File: config.mk
export PLATFORM = sky130hd
export DESIGN_NAME = cpu_mc_flat
export DESIGN_NICKNAME = d
export VERILOG_FILES = /design/src/rtl/cpu_mc_pkg.sv /design/src/rtl/cpu_mc_if.sv /design/src/rtl/cpu_mc_alu.sv /design/src/rtl/cpu_mc.sv /design/src/flat_wrapper.sv
export SDC_FILE = /design/constraint.sdc
export NUM_CORES = 1
export LEC_CHECK = 0
export ABC_CLOCK_PERIOD_IN_PS = 4200
export CAP_MARGIN = 20
export CORE_AREA = 2 2 309 234
export CTS_CLUSTER_SIZE = 12
export DETAILED_ROUTE_END_ITERATION = 8
export DIE_AREA = 0 0 311 236
export GPL_TIMING_DRIVEN = 0
export PLACE_DENSITY = 0.68
export SLEW_MARGIN = 20
export SYNTH_ARGS = -nofsm -noshare
export SYNTH_HDL_FRONTEND = slang
export SYNTH_SLANG_ARGS = --single-unit
File: constraint.sdc
create_clock -name clk -period 4.2 [get_ports clk]
set_input_delay 0.84 -clock clk [delete_from_list [all_inputs] [get_ports clk]]
set_output_delay 0.84 -clock clk [all_outputs]
set_load 0.05 [all_outputs]
File: src/rtl/cpu_mc_pkg.sv
// cpu_mc shared definitions: opcodes, FSM states, ALU ops.
// Imported by the core, its ALU and the bus interface users.
package cpu_mc_pkg;

  localparam logic [3:0] OP_ADD  = 4'h0;
  localparam logic [3:0] OP_SUB  = 4'h1;
  localparam logic [3:0] OP_AND  = 4'h2;
  localparam logic [3:0] OP_OR   = 4'h3;
  localparam logic [3:0] OP_XOR  = 4'h4;
  localparam logic [3:0] OP_SLT  = 4'h5;
  localparam logic [3:0] OP_LDI  = 4'h6;
  localparam logic [3:0] OP_ADDI = 4'h7;
  localparam logic [3:0] OP_LD   = 4'h8;
  localparam logic [3:0] OP_ST   = 4'h9;
  localparam logic [3:0] OP_BEQZ = 4'hA;
  localparam logic [3:0] OP_JMP  = 4'hB;
  localparam logic [3:0] OP_JAL  = 4'hC;
  localparam logic [3:0] OP_JR   = 4'hD;
  localparam logic [3:0] OP_ILL  = 4'hE;
  localparam logic [3:0] OP_HALT = 4'hF;

  typedef enum logic [2:0] {
    ST_FETCH,
    ST_DECODE,
    ST_EXEC,
    ST_MEM,
    ST_WB,
    ST_HALT
  } state_t;

  typedef enum logic [2:0] {
    ALU_ADD,
    ALU_SUB,
    ALU_AND,
    ALU_OR,
    ALU_XOR,
    ALU_SLT,
    ALU_PASS_B
  } alu_op_t;

endpackage

File: src/rtl/cpu_mc_if.sv
// cpu_mc memory bus: fetch and data req/ack channels.
// master = core side, slave = memory / harness side.
interface cpu_mc_if #(
  parameter int DATA_WIDTH = 16,
  parameter int PC_WIDTH   = 16
);
  logic                  imem_req;
  logic [PC_WIDTH-1:0]   imem_addr;
  logic                  imem_ack;
  logic [15:0]           imem_rdata;
  logic                  dmem_req;
  logic                  dmem_we;
  logic [DATA_WIDTH-1:0] dmem_addr;
  logic [DATA_WIDTH-1:0] dmem_wdata;
  logic                  dmem_ack;
  logic [DATA_WIDTH-1:0] dmem_rdata;

  modport master (
    output imem_req, imem_addr,
    input  imem_ack, imem_rdata,
    output dmem_req, dmem_we,
    output dmem_addr, dmem_wdata,
    input  dmem_ack, dmem_rdata
  );

  modport slave (
    input  imem_req, imem_addr,
    output imem_ack, imem_rdata,
    input  dmem_req, dmem_we,
    input  dmem_addr, dmem_wdata,
    output dmem_ack, dmem_rdata
  );
endinterface

File: src/rtl/cpu_mc_alu.sv
// cpu_mc combinational ALU.
// Ports: op, a, b in; y out (DATA_WIDTH wide).
module cpu_mc_alu
  import cpu_mc_pkg::*;
#(
  parameter int DATA_WIDTH = 16
) (
  input  alu_op_t               op,
  input  logic [DATA_WIDTH-1:0] a,
  input  logic [DATA_WIDTH-1:0] b,
  output logic [DATA_WIDTH-1:0] y
);

  logic lt;

  assign lt = $signed(a) < $signed(b);

  always_comb begin
    y = '0;
    unique case (op)
      ALU_ADD:    y = a + b;
      ALU_SUB:    y = a - b;
      ALU_AND:    y = a & b;
      ALU_OR:     y = a | b;
      ALU_XOR:    y = a ^ b;
      ALU_SLT:    y = {{(DATA_WIDTH-1){1'b0}}, lt};
      ALU_PASS_B: y = b;
      default:    y = '0;
    endcase
  end

endmodule

File: src/rtl/cpu_mc.sv
// cpu_mc multi-cycle 16-bit-ISA core with req/ack memories.
// Ports: clk, reset (async low), bus (master), debug_*, halted, illegal, instret.
module cpu_mc
  import cpu_mc_pkg::*;
#(
  parameter int                  DATA_WIDTH = 16,
  parameter int                  PC_WIDTH   = 16,
  parameter int                  CNT_WIDTH  = 32,
  parameter logic [PC_WIDTH-1:0] RESET_PC   = '0
) (
  input  logic                  clk,
  input  logic                  reset,
  cpu_mc_if.master              bus,
  input  logic [3:0]            debug_addr,
  output logic [DATA_WIDTH-1:0] debug_data,
  output logic                  halted,
  output logic                  illegal,
  output logic [CNT_WIDTH-1:0]  instret
);

  state_t state, state_d;

  logic [PC_WIDTH-1:0]   pc, pc_inc;
  logic [PC_WIDTH-1:0]   npc_c, npc_q, pc_next;
  logic [15:0]           ir;
  logic [3:0]            opc, rd, rs, rt;
  logic [DATA_WIDTH-1:0] regs [16];
  logic [DATA_WIDTH-1:0] a_q, b_q, d_q, imm_q, res_q;
  logic [DATA_WIDTH-1:0] sext8, sext4;
  logic [DATA_WIDTH-1:0] alu_a, alu_b, alu_y;
  alu_op_t               alu_op;
  logic                  ill_q, retire, wr_en;

  assign opc    = ir[15:12];
  assign rd     = ir[11:8];
  assign rs     = ir[7:4];
  assign rt     = ir[3:0];
  assign sext8  = {{(DATA_WIDTH-8){ir[7]}}, ir[7:0]};
  assign sext4  = {{(DATA_WIDTH-4){ir[3]}}, ir[3:0]};
  assign pc_inc = pc + 1'b1;

  assign debug_data = (debug_addr == 4'd0) ? '0 : regs[debug_addr];
  assign halted     = (state == ST_HALT);
  assign illegal    = ill_q;

  // Requests are gated by reset so nothing is asked for while held.
  assign bus.imem_req   = reset && (state == ST_FETCH);
  assign bus.imem_addr  = pc;
  assign bus.dmem_req   = reset && (state == ST_MEM);
  assign bus.dmem_we    = (opc == OP_ST);
  assign bus.dmem_addr  = res_q;
  assign bus.dmem_wdata = d_q;

  cpu_mc_alu #(.DATA_WIDTH(DATA_WIDTH)) u_alu (
    .op (alu_op),
    .a  (alu_a),
    .b  (alu_b),
    .y  (alu_y)
  );

  always_comb begin
    alu_op = ALU_ADD;
    alu_a  = a_q;
    alu_b  = b_q;
    unique case (1'b1)
      (opc == OP_SUB): alu_op = ALU_SUB;
      (opc == OP_AND): alu_op = ALU_AND;
      (opc == OP_OR):  alu_op = ALU_OR;
      (opc == OP_XOR): alu_op = ALU_XOR;
      (opc == OP_SLT): alu_op = ALU_SLT;
      (opc == OP_LDI): begin
        alu_op = ALU_PASS_B;
        alu_b  = imm_q;
      end
      (opc == OP_ADDI): begin
        alu_a = d_q;
        alu_b = imm_q;
      end
      (opc == OP_LD),
      (opc == OP_ST): alu_b = imm_q;
      (opc == OP_JAL): begin
        alu_op = ALU_PASS_B;
        alu_b  = '0;
        alu_b[PC_WIDTH-1:0] = pc_inc;
      end
      default: ;
    endcase
  end

  always_comb begin
    npc_c = pc_inc;
    unique case (1'b1)
      (opc == OP_BEQZ):
        if (d_q == '0) npc_c = pc_inc + imm_q[PC_WIDTH-1:0];
      (opc == OP_JMP): npc_c = PC_WIDTH'(ir[11:0]);
      (opc == OP_JAL): npc_c = PC_WIDTH'(ir[7:0]);
      (opc == OP_JR):  npc_c = d_q[PC_WIDTH-1:0];
      default: ;
    endcase
  end

  // Control flow retires straight out of EXEC, so it uses the live target.
  assign pc_next = (state == ST_EXEC) ? npc_c : npc_q;

  always_comb begin
    state_d = state;
    retire  = 1'b0;
    wr_en   = 1'b0;
    unique case (state)
      ST_FETCH:
        if (bus.imem_ack) state_d = ST_DECODE;
      ST_DECODE: state_d = ST_EXEC;
      ST_EXEC: begin
        unique case (1'b1)
          (opc == OP_LD),
          (opc == OP_ST): state_d = ST_MEM;
          (opc == OP_BEQZ),
          (opc == OP_JMP),
          (opc == OP_JR): begin
            state_d = ST_FETCH;
            retire  = 1'b1;
          end
          (opc == OP_HALT): begin
            state_d = ST_HALT;
            retire  = 1'b1;
          end
          (opc == OP_ILL): state_d = ST_HALT;
          default: state_d = ST_WB;
        endcase
      end
      ST_MEM:
        if (bus.dmem_ack) begin
          state_d = (opc == OP_LD) ? ST_WB : ST_FETCH;
          retire  = (opc == OP_ST);
        end
      ST_WB: begin
        state_d = ST_FETCH;
        retire  = 1'b1;
        wr_en   = (rd != 4'd0);
      end
      ST_HALT: state_d = ST_HALT;
      default: state_d = ST_FETCH;
    endcase
  end

  always_ff @(posedge clk or negedge reset) begin
    if (!reset) begin
      state   <= ST_FETCH;
      pc      <= RESET_PC;
      npc_q   <= '0;
      ir      <= '0;
      a_q     <= '0;
      b_q     <= '0;
      d_q     <= '0;
      imm_q   <= '0;
      res_q   <= '0;
      ill_q   <= 1'b0;
      instret <= '0;
      for (int i = 0; i < 16; i++) regs[i] <= '0;
    end else begin
      state <= state_d;
      if (state == ST_FETCH && bus.imem_ack)
        ir <= bus.imem_rdata;
      if (state == ST_DECODE) begin
        a_q   <= regs[rs];
        b_q   <= regs[rt];
        d_q   <= regs[rd];
        imm_q <= (opc == OP_LD || opc == OP_ST) ? sext4 : sext8;
      end
      if (state == ST_EXEC) begin
        res_q <= alu_y;
        npc_q <= npc_c;
        if (opc == OP_ILL) ill_q <= 1'b1;
      end
      if (state == ST_MEM && bus.dmem_ack && opc == OP_LD)
        res_q <= bus.dmem_rdata;
      if (wr_en) regs[rd] <= res_q;
      if (retire) begin
        instret <= instret + 1'b1;
        if (opc != OP_HALT) pc <= pc_next;
      end
    end
  end

endmodule

File: src/flat_wrapper.sv
// flat-port wrapper written by rule: the top's interface ports become plain ports
module cpu_mc_flat import cpu_mc_pkg::*;
#(
  parameter int                  DATA_WIDTH = 16,
  parameter int                  PC_WIDTH   = 16,
  parameter int                  CNT_WIDTH  = 32,
  parameter logic [PC_WIDTH-1:0] RESET_PC   = '0
)
  (clk, reset, debug_addr, debug_data, halted, illegal, instret, bus_imem_req, bus_imem_addr, bus_imem_ack, bus_imem_rdata, bus_dmem_req, bus_dmem_we, bus_dmem_addr, bus_dmem_wdata, bus_dmem_ack, bus_dmem_rdata);
  cpu_mc_if #(.DATA_WIDTH(DATA_WIDTH), .PC_WIDTH(PC_WIDTH)) bus_i ();
  input  logic clk;
  input  logic reset;
  input  logic [3:0] debug_addr;
  output logic [DATA_WIDTH-1:0] debug_data;
  output logic halted;
  output logic illegal;
  output logic [CNT_WIDTH-1:0] instret;
  output wire logic [$bits(bus_i.imem_req)-1:0] bus_imem_req;
  output wire logic [$bits(bus_i.imem_addr)-1:0] bus_imem_addr;
  input wire logic [$bits(bus_i.imem_ack)-1:0] bus_imem_ack;
  input wire logic [$bits(bus_i.imem_rdata)-1:0] bus_imem_rdata;
  output wire logic [$bits(bus_i.dmem_req)-1:0] bus_dmem_req;
  output wire logic [$bits(bus_i.dmem_we)-1:0] bus_dmem_we;
  output wire logic [$bits(bus_i.dmem_addr)-1:0] bus_dmem_addr;
  output wire logic [$bits(bus_i.dmem_wdata)-1:0] bus_dmem_wdata;
  input wire logic [$bits(bus_i.dmem_ack)-1:0] bus_dmem_ack;
  input wire logic [$bits(bus_i.dmem_rdata)-1:0] bus_dmem_rdata;
  assign bus_imem_req = bus_i.imem_req;
  assign bus_imem_addr = bus_i.imem_addr;
  assign bus_i.imem_ack = bus_imem_ack;
  assign bus_i.imem_rdata = bus_imem_rdata;
  assign bus_dmem_req = bus_i.dmem_req;
  assign bus_dmem_we = bus_i.dmem_we;
  assign bus_dmem_addr = bus_i.dmem_addr;
  assign bus_dmem_wdata = bus_i.dmem_wdata;
  assign bus_i.dmem_ack = bus_dmem_ack;
  assign bus_i.dmem_rdata = bus_dmem_rdata;
  cpu_mc #(.DATA_WIDTH(DATA_WIDTH), .PC_WIDTH(PC_WIDTH), .CNT_WIDTH(CNT_WIDTH), .RESET_PC(RESET_PC)) u_core (.clk(clk), .reset(reset), .bus(bus_i), .debug_addr(debug_addr), .debug_data(debug_data), .halted(halted), .illegal(illegal), .instret(instret));
endmodule
==> out/results.tsv, run 1 <==
metric	value	unit
status	finished, final reports clean	
cts-buffers-inserted	45	
io_buffers	136	
antenna_found_initial	7	
cts_tree	done	
reg2reg_depth	16	
grt_overflow	0	
synth_top_cell_area_share	36.9	%
worst-setup-path-type	primary input to primary output	
hold_viol	0	
ios	141	
cts-htree-levels	2	
drc	0	
core_area	0.0708	sq mm
path_clk_slew	60	ps
start_util	39.4	%
ys_types	81	
synth_area	0.0279	sq mm
finalPower	29.6	mW
ys_warn_count	0	
cts-root-buf	clkbuf_16	
min_path_type	primary input to async pin	
yosys_register_bits	412	
min_period_over_period	99.0	%
fin_nets	2438	
ant_nets	0	
clockBufferDepth	3	
clock.fmax	240	MHz
fp.dieH	236	microns
seq_area_frac_synth	36.9	%
hpwl	76500	microns
leakage	13.7	nW
setup_viol	0	
rows	85	
cap_violations	0	
drive_gt1_share	37.4	%
worstPathRequired	3360	ps
vdd_drop_max	401	uV
grt_max_degree	79	
fillCellCount	6391	
grt_pass1_vias	21600	
ctsHoldBuffers	0	
yosysTopAreaCell	dfrtp_1	
clock-sinks	412	
vias	22100	
report.final.slew_viol_count	0	
slew_headroom	13.2	%
grt_pass1_wl	154000	microns
via_per_inst	6.67	
drt-total-wl	107000	microns
placed_cell_area	0.0306	sq mm
synthCells	2123	
synth_edf_count	0	
layout_setup_ws	40.6	ps
detailedRoute.firstPassIterationCount	7	
setup.worst_path.start_class	primary input	
pre_cts_ws	-863	ps
pwr_density_cell	909	mW/mm^2
syn_area_per_cell	13.2	sq um
ys.flop_type	dfrtp_1	
fin_skew	22.3	ps
end_kind	primary output	
worstSkewPairLatency	610	ps
async_reset_ff_share	100	%
postLayoutCellArea	0.0325	sq mm
drt_iter0_drc	3065	
synth_area_leaders	dfrtp_1 (37%), mux4_2 (26%), mux2_2 (13%)	
seq_area	0.0103	sq mm
dieArea	0.0734	sq mm
area_growth	16.4	%
multiInputGateArea	0.0168	sq mm
worstPathArrival	3320	ps
grt_use_total	28.8	%
die_x	311	microns
tightest_slew	1300	ps
routedWlPerCell	32.2	microns
syn_nets	2238	
fin_crit	4160	ps
gp_congestion	0.986	
critPathMaxFanout	10	
flip-flops by register name (all words and copies together) (netlist names):
| name | count |
|---|---|
| u_core.regs | 256 |
| u_core.instret | 32 |
| u_core.a_q | 16 |
| u_core.b_q | 16 |
| u_core.bus.dmem_addr | 16 |
| u_core.bus.dmem_wdata | 16 |
| u_core.bus.imem_addr | 16 |
| u_core.ir | 16 |
| u_core.npc_q | 16 |
| u_core.imm_q | 8 |
| u_core.state | 3 |
| u_core.illegal | 1 |
kinds of logic (layout without fill, tap and decap cells):
kind of cell               after synthesis  after routing  synth area share, %
muxes                                  658            658                 39.4
DFF                                    412            412                 36.9
and+or+nand+nor                        346            346                 6.42
AOI/OAI and AO/OA                      326            326                 8.24
buffers and inverters                  255            489                 3.95
adders and majority gates               75             75                 3.44
xor gates and xnor gates                51             51                 1.63
other                                    0              1                    0
layout make-up:
cell class                      instances  share of cell area, %
Multi-Input combinational cell       1456                   51.7
Sequential cell                       412                   31.7
Timing Repair Buffer                  156                   5.06
Clock buffer                           68                   3.91
Tap cell                              957                   3.68
Buffer                                183                   2.76
Inverter                               69                  0.796
Clock inverter                         13                  0.369
Antenna cell                            1                0.00770
what timing repair did:
item                                    in CTS  in global routing
setup buffers                                5                  6
gates resized for setup                     55                 41
endpoints found under the setup margin      28                 15
pin swaps                                    6                 11
cloned                                       3                  0
path summary, 6_finish.rpt:
| path | endpoint | from | slack (ps) |
|---|---|---|---|
| worst min-delay path | u_core.instret[5] | reset | 130 |
| max in group asynchronous | u_core.bus.dmem_wdata[7] | reset | 2290 |
| worst max register to register | u_core.bus.dmem_addr[15] | u_core.ir[13] | 50 |
| worst min register to register | u_core.instret[31] | u_core.instret[31] | 480 |
| min in group clk | u_core.instret[31] | u_core.instret[31] | 480 |
| worst max-delay path | debug_data[8] | debug_addr[1] | 40 |
critical path, cell delays in order:
cell and delay (ps):
clkbuf_2 310, clkbuf_2 540, mux4_2 410, mux4_2 580
nor2b_1 170, dlygate4sd2_1 440
layer usage:
| layer | vias to the layer above | GRT usage, % | part of all wire (%) | wire (microns) |
|---|---|---|---|---|
| met5 | - | 0.260 | 0.17 | 186 |
| met4 | 12 | 10.1 | 4.3 | 4580 |
| met3 | 333 | 12.6 | 15 | 16100 |
| met2 | 1715 | 40.6 | 41 | 44300 |
| met1 | 11300 | 39.3 | 39 | 41800 |
| li1 | 8733 | - | - | - |
synth_stat cells (all sizes together), types with 9 or more instances:
master  instances
and2           11
a221oi         24
o31ai           9
ha             72
and3           18
a221o          16
a211oi         10
o21ai          67
a21oi          74
buf            77
mux4          320
nor2           81
or3            16
a31oi           9
nor2b          25
clkbuf        109
nand2b         13
dfrtp         412
nand2          78
inv            69
o21a           10
nand3          25
nand4          18
a21o           21
xnor2          32
mux2          330
nor3           30
xor2           19
through the flow:
stage / hold WS, ps / util, % / instances / TNS (ps)
3_3_place_gp: 462 / 43.0 / 3216 / -6576500
2_1_floorplan: 453 / - / 2123 / 0
5_1_grt: 157 / 45.9 / 3314 / -63.9
3_5_place_dp: 470 / 43.2 / 3222 / -17040
6_report: 133 / 45.9 / 3315 / 0
4_1_cts: 144 / 45.6 / 3310 / -33.2
power by group:
group          internal [mW]  total (mW)  switching (mW)  leakage [nW]
sequential              5.45        7.60            2.14          5.45
combinational           7.66        18.0            10.3          7.56
clock                   2.17        3.97            1.81         0.687
total                   15.3        29.6            14.3          13.7
cells in the final DEF (no fill, tap or decap), types with 9 or more instances in the layout:
| cell | n |
|---|---|
| dfrtp_1 | 412 |
| mux2_2 | 330 |
| mux4_2 | 320 |
| clkdlybuf4s50_1 | 118 |
| clkbuf_1 | 107 |
| nand2_1 | 77 |
| nor2_1 | 76 |
| a21oi_1 | 69 |
| inv_1 | 68 |
| ha_1 | 68 |
| o21ai_0 | 57 |
| buf_2 | 48 |
| clkbuf_16 | 45 |
| xnor2_1 | 32 |
| nor3_1 | 28 |
| nand3_1 | 24 |
| buf_4 | 22 |
| nor2b_1 | 22 |
| a21o_1 | 21 |
| and3_1 | 18 |
| nand4_1 | 18 |
| xor2_1 | 17 |
| a221o_1 | 16 |
| or3_1 | 16 |
| dlygate4sd2_1 | 16 |
| clkbuf_2 | 15 |
| a221oi_1 | 15 |
| nand2b_1 | 13 |
| and2_1 | 11 |
| o21a_1 | 10 |
| buf_6 | 9 |
(Power assumes the default switching activity.)
==> run 2, diff against run 1 <==
--- a/config.mk
+++ b/config.mk
@@ -7,12 +7,12 @@
 export LEC_CHECK = 0
 export ABC_CLOCK_PERIOD_IN_PS = 4200
 export CAP_MARGIN = 20
-export CORE_AREA = 2 2 309 234
+export CORE_AREA = 2 2 268 270
 export CTS_CLUSTER_SIZE = 12
 export DETAILED_ROUTE_END_ITERATION = 8
-export DIE_AREA = 0 0 311 236
+export DIE_AREA = 0 0 270 272
 export GPL_TIMING_DRIVEN = 0
-export PLACE_DENSITY = 0.68
+export PLACE_DENSITY_LB_ADDON = 0.25
 export SLEW_MARGIN = 20
 export SYNTH_ARGS = -nofsm -noshare
 export SYNTH_HDL_FRONTEND = slang
==> run 2 against run 1 <==
Against the previous run:
- flip-flop and latch count is the same
- clock-buffer cell count down 1
- routed wire length down 5.9%
- global-route usage shrank 1.4 points
- core utilization increased by 0.33 points
- first-iteration DRC count decreased by 19%
- non-clock buffer count is 2 lower
- fmax rose by 0.41%
- total power increased by 0.77%
- sequential power shrank 1%
- register-to-register slack about the same
- critical endpoint is now u_core.bus.dmem_addr[15]
==> out/results.tsv, run 2 (synthesis gave the netlist of run 1 again) <==
metric	value	unit	change
ant_nets	0		unchanged
start_util	39.5	%	was 39.4%
regMostFlops	u_core.regs		unchanged
setup.worst_path.start_class	register		was primary input
drt_iter0_drc	2480		was 3,065
worst-setup-path-type	register to register		was primary input to primary output
grt_pass1_wl	148000	microns	was 154,000 microns
grt_overflow	0		unchanged
worstPathRequired	4700	ps	was 3360 ps
worstSkewPairLatency	600	ps	was 610 ps
layout_commonest_cell	dfrtp_1		unchanged
vdd_drop_max	382	uV	was 401 uV
crit-reg2reg-launch	u_core.ir[13]		unchanged
slowest_delay	410	ps	was 580 ps
drc	0		unchanged
drive_gt1_share	37.5	%	was 37.4%
finalPower	29.8	mW	was 29.6 mW
rows	98		was 85
fin_skew	23.7	ps	was 22.3 ps
gp_congestion	0.962		was 0.986
worstPathArrival	4650	ps	was 3320 ps
cts_tree	done		unchanged
pre_cts_ws	-871	ps	was -863 ps
status	finished, final reports clean		unchanged
die_x	270	microns	was 311 microns
clock.fmax	241	MHz	was 240 MHz
fin_crit	4140	ps	was 4160 ps
timing.critical_path.from	u_core.ir[13]		was debug_addr[1]
dr_wl_met3	8390	microns	was 16,100 microns
min_path_type	primary input to async pin		unchanged
tightest_slew	1140	ps	was 1300 ps
layout_setup_ws	57.5	ps	was 40.6 ps
highest_layer	met5		unchanged
pwr_density_cell	911	mW/mm^2	was 909 mW/mm^2
ctsHoldBuffers	0		unchanged
fin_nets	2439		was 2,438
vias	21200		was 22,100
ios	141		unchanged
grt_pass1_vias	21200		was 21,600
io_buffers	136		unchanged
hpwl	77200	microns	was 76,500 microns
routedWlPerCell	30.4	microns	was 32.2 microns
cp_slowest_cell	or3b_1		was mux4_2
setup_viol	0		unchanged
via_per_inst	6.40		was 6.67
drt-total-wl	101000	microns	was 107,000 microns
cts-htree-levels	2		unchanged
path_clk_slew	70	ps	was 60 ps
grt_max_degree	95		was 79
cap_violations	0		unchanged
detailedRoute.firstPassIterationCount	5		was 7
report.final.slew_viol_count	0		unchanged
antenna_found_initial	6		was 7
cts-root-buf	clkbuf_16		unchanged
wl_met2	48200	microns	was 44,300 microns
path_common_cell	buf_6		
m1WireLength	39600	microns	was 41,800 microns
critPathMaxFanout	10		unchanged
cts-buffers-inserted	48		was 45
largest_registers	u_core.regs (256), u_core.instret (32)		unchanged
slew_headroom	23.7	%	was 13.2%
core_area	0.0708	sq mm	about the same
dieArea	0.0734	sq mm	about the same
largest_reg_flops	256		unchanged
grt_use_total	27.4	%	was 28.8%
clockBufferDepth	3		unchanged
hold_viol	0		unchanged
path_cells	buf_6, or3b_1, buf_6, nand2_8, nor2_4, buf_12, a221oi_4, inv_1, ha_4, nand2b_1, a21o_1, nand2_1, o41ai_4, o31ai_2, or3_1, a32oi_1		was clkbuf_2, clkbuf_2, mux4_2, mux4_2, nor2b_1, dlygate4sd2_1
fp.dieH	272	microns	was 236 microns
clock-sinks	412		unchanged
min_period_over_period	98.6	%	was 99.0%
end_kind	register		was primary output
worst_hold_slack	159	ps	was 133 ps
leakage	13.8	nW	was 13.7 nW
area_growth	17.2	%	was 16.4%
layout_common_cells	dfrtp_1 (411), mux2_2 (330), mux4_2 (320)		was dfrtp_1 (412), mux2_2 (330), mux4_2 (320)
rsz0062_at_grt	yes		
## run 2: area by class of cell
type	count	area (sq um)
fill	6384	38000
multi-input combinational	1456	16800
sequential	412	10300
timing repair buffer	154	1580
clock buffer	67	1420
tap	950	1190
buffer	183	890
inverter	69	259
clock inverter	20	254
antenna	1	2.50
## run 2: final timing paths
check,end,slack [ps],cells after the start
worst min register to register,u_core.instret[31],480,1
max in group asynchronous,u_core.instret[7],2360,4
worst min-delay path,u_core.regs[98],160,1
worst max register to register,u_core.bus.dmem_addr[15],60,16
worst max-delay path,u_core.bus.dmem_addr[15],60,16
min in group clk,u_core.instret[31],480,1
## run 2: routing by layer
layer | global-route usage, % | up-vias
li1 | - | 8744
met1 | 36.3 | 11000
met2 | 44.9 | 1194
met3 | 4.73 | 234
met4 | 10.8 | 4
met5 | 0 | -
## run 2: stage by stage
step / cell area [sq um] / util [%] / instances / TNS (ps)
after floorplan: 27900 / - / 2123 / 0
after global placement: 30500 / 43.1 / 3209 / -6670180
after detailed placement: 30600 / 43.3 / 3214 / -16270
after CTS: 32500 / 46.0 / 3306 / -7.11
after global routing: 32700 / 46.2 / 3311 / -60.7
final: 32700 / 46.2 / 3312 / 0
## run 2: power by group
group / switching, mW / internal, mW / total, mW
registers: 2.06 / 5.46 / 7.52
clock network: 1.79 / 2.66 / 4.45
logic: 10.2 / 7.69 / 17.8
## run 2: timing repair
| item | in CTS | in global routing |
|---|---|---|
| pin swaps | 7 | 7 |
| setup endpoints to repair | 28 | 10 |
| setup buffers | 7 | 5 |
| resized for setup | 66 | 28 |
## run 2: critical path, delay by kind of cell, from the launching register on
family	cells	cell delay, ps
AOI/OAI and AO/OA	5	1270
adders and majority gates	1	380
buffers and inverters	4	650
and+or+nand+nor	6	1320
DFF	1	400
==> run 3, diff against run 2 <==
--- a/config.mk
+++ b/config.mk
@@ -7,10 +7,10 @@
 export LEC_CHECK = 0
 export ABC_CLOCK_PERIOD_IN_PS = 4200
 export CAP_MARGIN = 20
-export CORE_AREA = 2 2 268 270
+export CORE_AREA = 2 2 299 242
 export CTS_CLUSTER_SIZE = 12
 export DETAILED_ROUTE_END_ITERATION = 8
-export DIE_AREA = 0 0 270 272
+export DIE_AREA = 0 0 301 244
 export GPL_TIMING_DRIVEN = 0
 export PLACE_DENSITY_LB_ADDON = 0.25
 export SLEW_MARGIN = 20
==> run 3 against run 2 <==
Against the previous run:
- sequential power barely moved
- largest cell class unchanged
- routed wire length rose by 7.2%
- critical path depth fell by 3
- clock power fell by 3%
- cell count fell by 0.54%
- sequential share of layout area rose by 0.12 points
- core utilization rose by 0.18 points
- hold slack got worse by 37 ps
- register-to-register slack got worse by 40 ps
- worst setup slack got worse by 42 ps
- die area barely moved
- combinational power barely moved
==> out/results.tsv, run 3 (synthesis gave the netlist of run 1 again) <==
metric	value	unit	change
placed_cell_area	0.0306	sq mm	about the same
report.final.slew_viol_count	0		unchanged
cp.depth	13		was 16
start_util	39.8	%	was 39.5%
fin_skew	13.3	ps	was 23.7 ps
detailedRoute.firstPassIterationCount	6		was 5
cap_violations	0		unchanged
cts_tree	done		unchanged
worstPathRequired	4720	ps	was 4700 ps
cts-root-buf	clkbuf_16		unchanged
slowest_delay	560	ps	was 410 ps
leakage	13.8	nW	about the same
antenna_found_initial	3		was 6
grt_use_total	29.4	%	was 27.4%
dieArea	0.0734	sq mm	about the same
grt_pass1_vias	21700		was 21,200
vias	21800		was 21,200
tightest_slew	1310	ps	was 1140 ps
hold_viol	0		unchanged
ios	141		unchanged
drt_iter0_drc	2444		was 2,480
clockBufferDepth	3		unchanged
path_delay_family	compound AO/OA/AOI/OAI gates		was simple AND/OR/NAND/NOR gates
fp.dieH	244	microns	was 272 microns
min_period_over_period	99.6	%	was 98.6%
worstPathArrival	4700	ps	was 4650 ps
layout_commonest_cell	dfrtp_1		unchanged
via_per_inst	6.61		was 6.40
path_common_cell	a21oi_2		was buf_6
setup_viol	0		unchanged
fin_nets	2440		was 2,439
drc	0		unchanged
drive_gt1_share	37.8	%	was 37.5%
path_clk_slew	60	ps	was 70 ps
routedWlPerCell	32.7	microns	was 30.4 microns
gp_congestion	0.937		was 0.962
cts-htree-levels	2		unchanged
rsz0062_at_grt	yes		unchanged
grt_overflow	0		unchanged
reg2reg_depth	13		was 16
setup.worst_path.start_class	register		unchanged
ant_nets	0		unchanged
postLayoutCellArea	0.0326	sq mm	was 0.0327 sq mm
min_path_type	primary input to async pin		unchanged
status	finished, final reports clean		unchanged
drt-total-wl	108000	microns	was 101,000 microns
cp.buffers_inverters	2		was 4
insertedDiodeCount	0		was 1
clock.fmax	239	MHz	was 241 MHz
critPathMaxFanout	10		unchanged
cts-buffers-inserted	48		unchanged
tns	0	ps	unchanged
cp_slowest_cell	a21oi_2		was or3b_1
clock-sinks	412		unchanged
layout_common_cells	dfrtp_1 (411), mux2_2 (330), mux4_2 (320)		unchanged
worst-setup-path-type	register to register		unchanged
end_kind	register		unchanged
path_cells	clkbuf_4, nand3b_1, buf_4, a21oi_2, a221o_1, ha_1, nor2_1, o2111ai_4, a21oi_2, o41ai_4, o31ai_1, a311oi_1, a32oi_2		was buf_6, or3b_1, buf_6, nand2_8, nor2_4, buf_12, a221oi_4, inv_1, ha_4, nand2b_1, a21o_1, nand2_1, o41ai_4, o31ai_2, or3_1, a32oi_1
area_growth	16.7	%	was 17.2%
largest_registers	u_core.regs (256), u_core.instret (32)		unchanged
core_area	0.0702	sq mm	was 0.0708 sq mm
worstSkewPairLatency	620	ps	was 600 ps
hpwl	76500	microns	was 77,200 microns
slew_headroom	12.9	%	was 23.7%
regMostFlops	u_core.regs		unchanged
largest_reg_flops	256		unchanged
die_x	301	microns	was 270 microns
ctsHoldBuffers	0		unchanged
grt_max_degree	95		unchanged
grt_pass1_wl	156000	microns	was 148,000 microns
fin_crit	4180	ps	was 4140 ps
vdd_drop_max	409	uV	was 382 uV
rows	87		was 98
io_buffers	136		unchanged
pwr_density_cell	916	mW/mm^2	was 911 mW/mm^2
[run 3: routing by layer]
layer / routed length [microns] / track usage (%) / vias up
li1: - / - / 8732
met1: 42900 / 40.2 / 11300
met2: 47000 / 43.0 / 1410
met3: 12600 / 8.92 / 314
met4: 5180 / 13.0 / 4
met5: 69 / 0 / -
[run 3: where the power goes]
part | switching [mW] | internal [mW] | leakage [nW]
Clock | 1.86 | 2.45 | 0.782
Combinational | 10.3 | 7.66 | 7.53
Sequential | 2.10 | 5.46 | 5.45
[run 3: repair_timing]
action	4_1_cts	5_1_grt
pin swaps	7	6
endpoints found under the hold margin	0	0
endpoints found under the setup margin	28	15
setup buffers	8	5
resized for setup	58	31
[run 3: path summary, 6_finish.rpt]
kind                       slack, ps                        to                from
max in group asynchronous       2420   u_core.bus.imem_addr[0]               reset
min                              120          u_core.regs[102]               reset
max                               20  u_core.bus.dmem_addr[15]       u_core.ir[15]
min reg2reg                      480        u_core.instret[31]  u_core.instret[31]
max reg2reg                       20  u_core.bus.dmem_addr[15]       u_core.ir[15]
min in group clk                 480        u_core.instret[31]  u_core.instret[31]
[run 3: cell type report]
cell class	count	area, sq um
Multi-Input combinational cell	1456	16800
Sequential cell	412	10300
Fill cell	6256	37600
Buffer	183	902
Inverter	69	259
Timing Repair Buffer	155	1580
Tap cell	934	1170
Clock inverter	22	228
Clock buffer	63	1350
[run 3: through the flow]
step                      setup slack (ps)  power, mW  utilization (%)  cells  hold slack [ps]
after floorplan                        400       18.4                -   2123              453
after global placement              -16390       24.0             43.4   3193              462
after detailed placement              -829       24.4             43.6   3199              470
after CTS                            -28.6       29.1             46.1   3290              223
after global routing                 -94.4       31.1             46.4   3294              171
final                                 15.1       29.9             46.4   3294              122
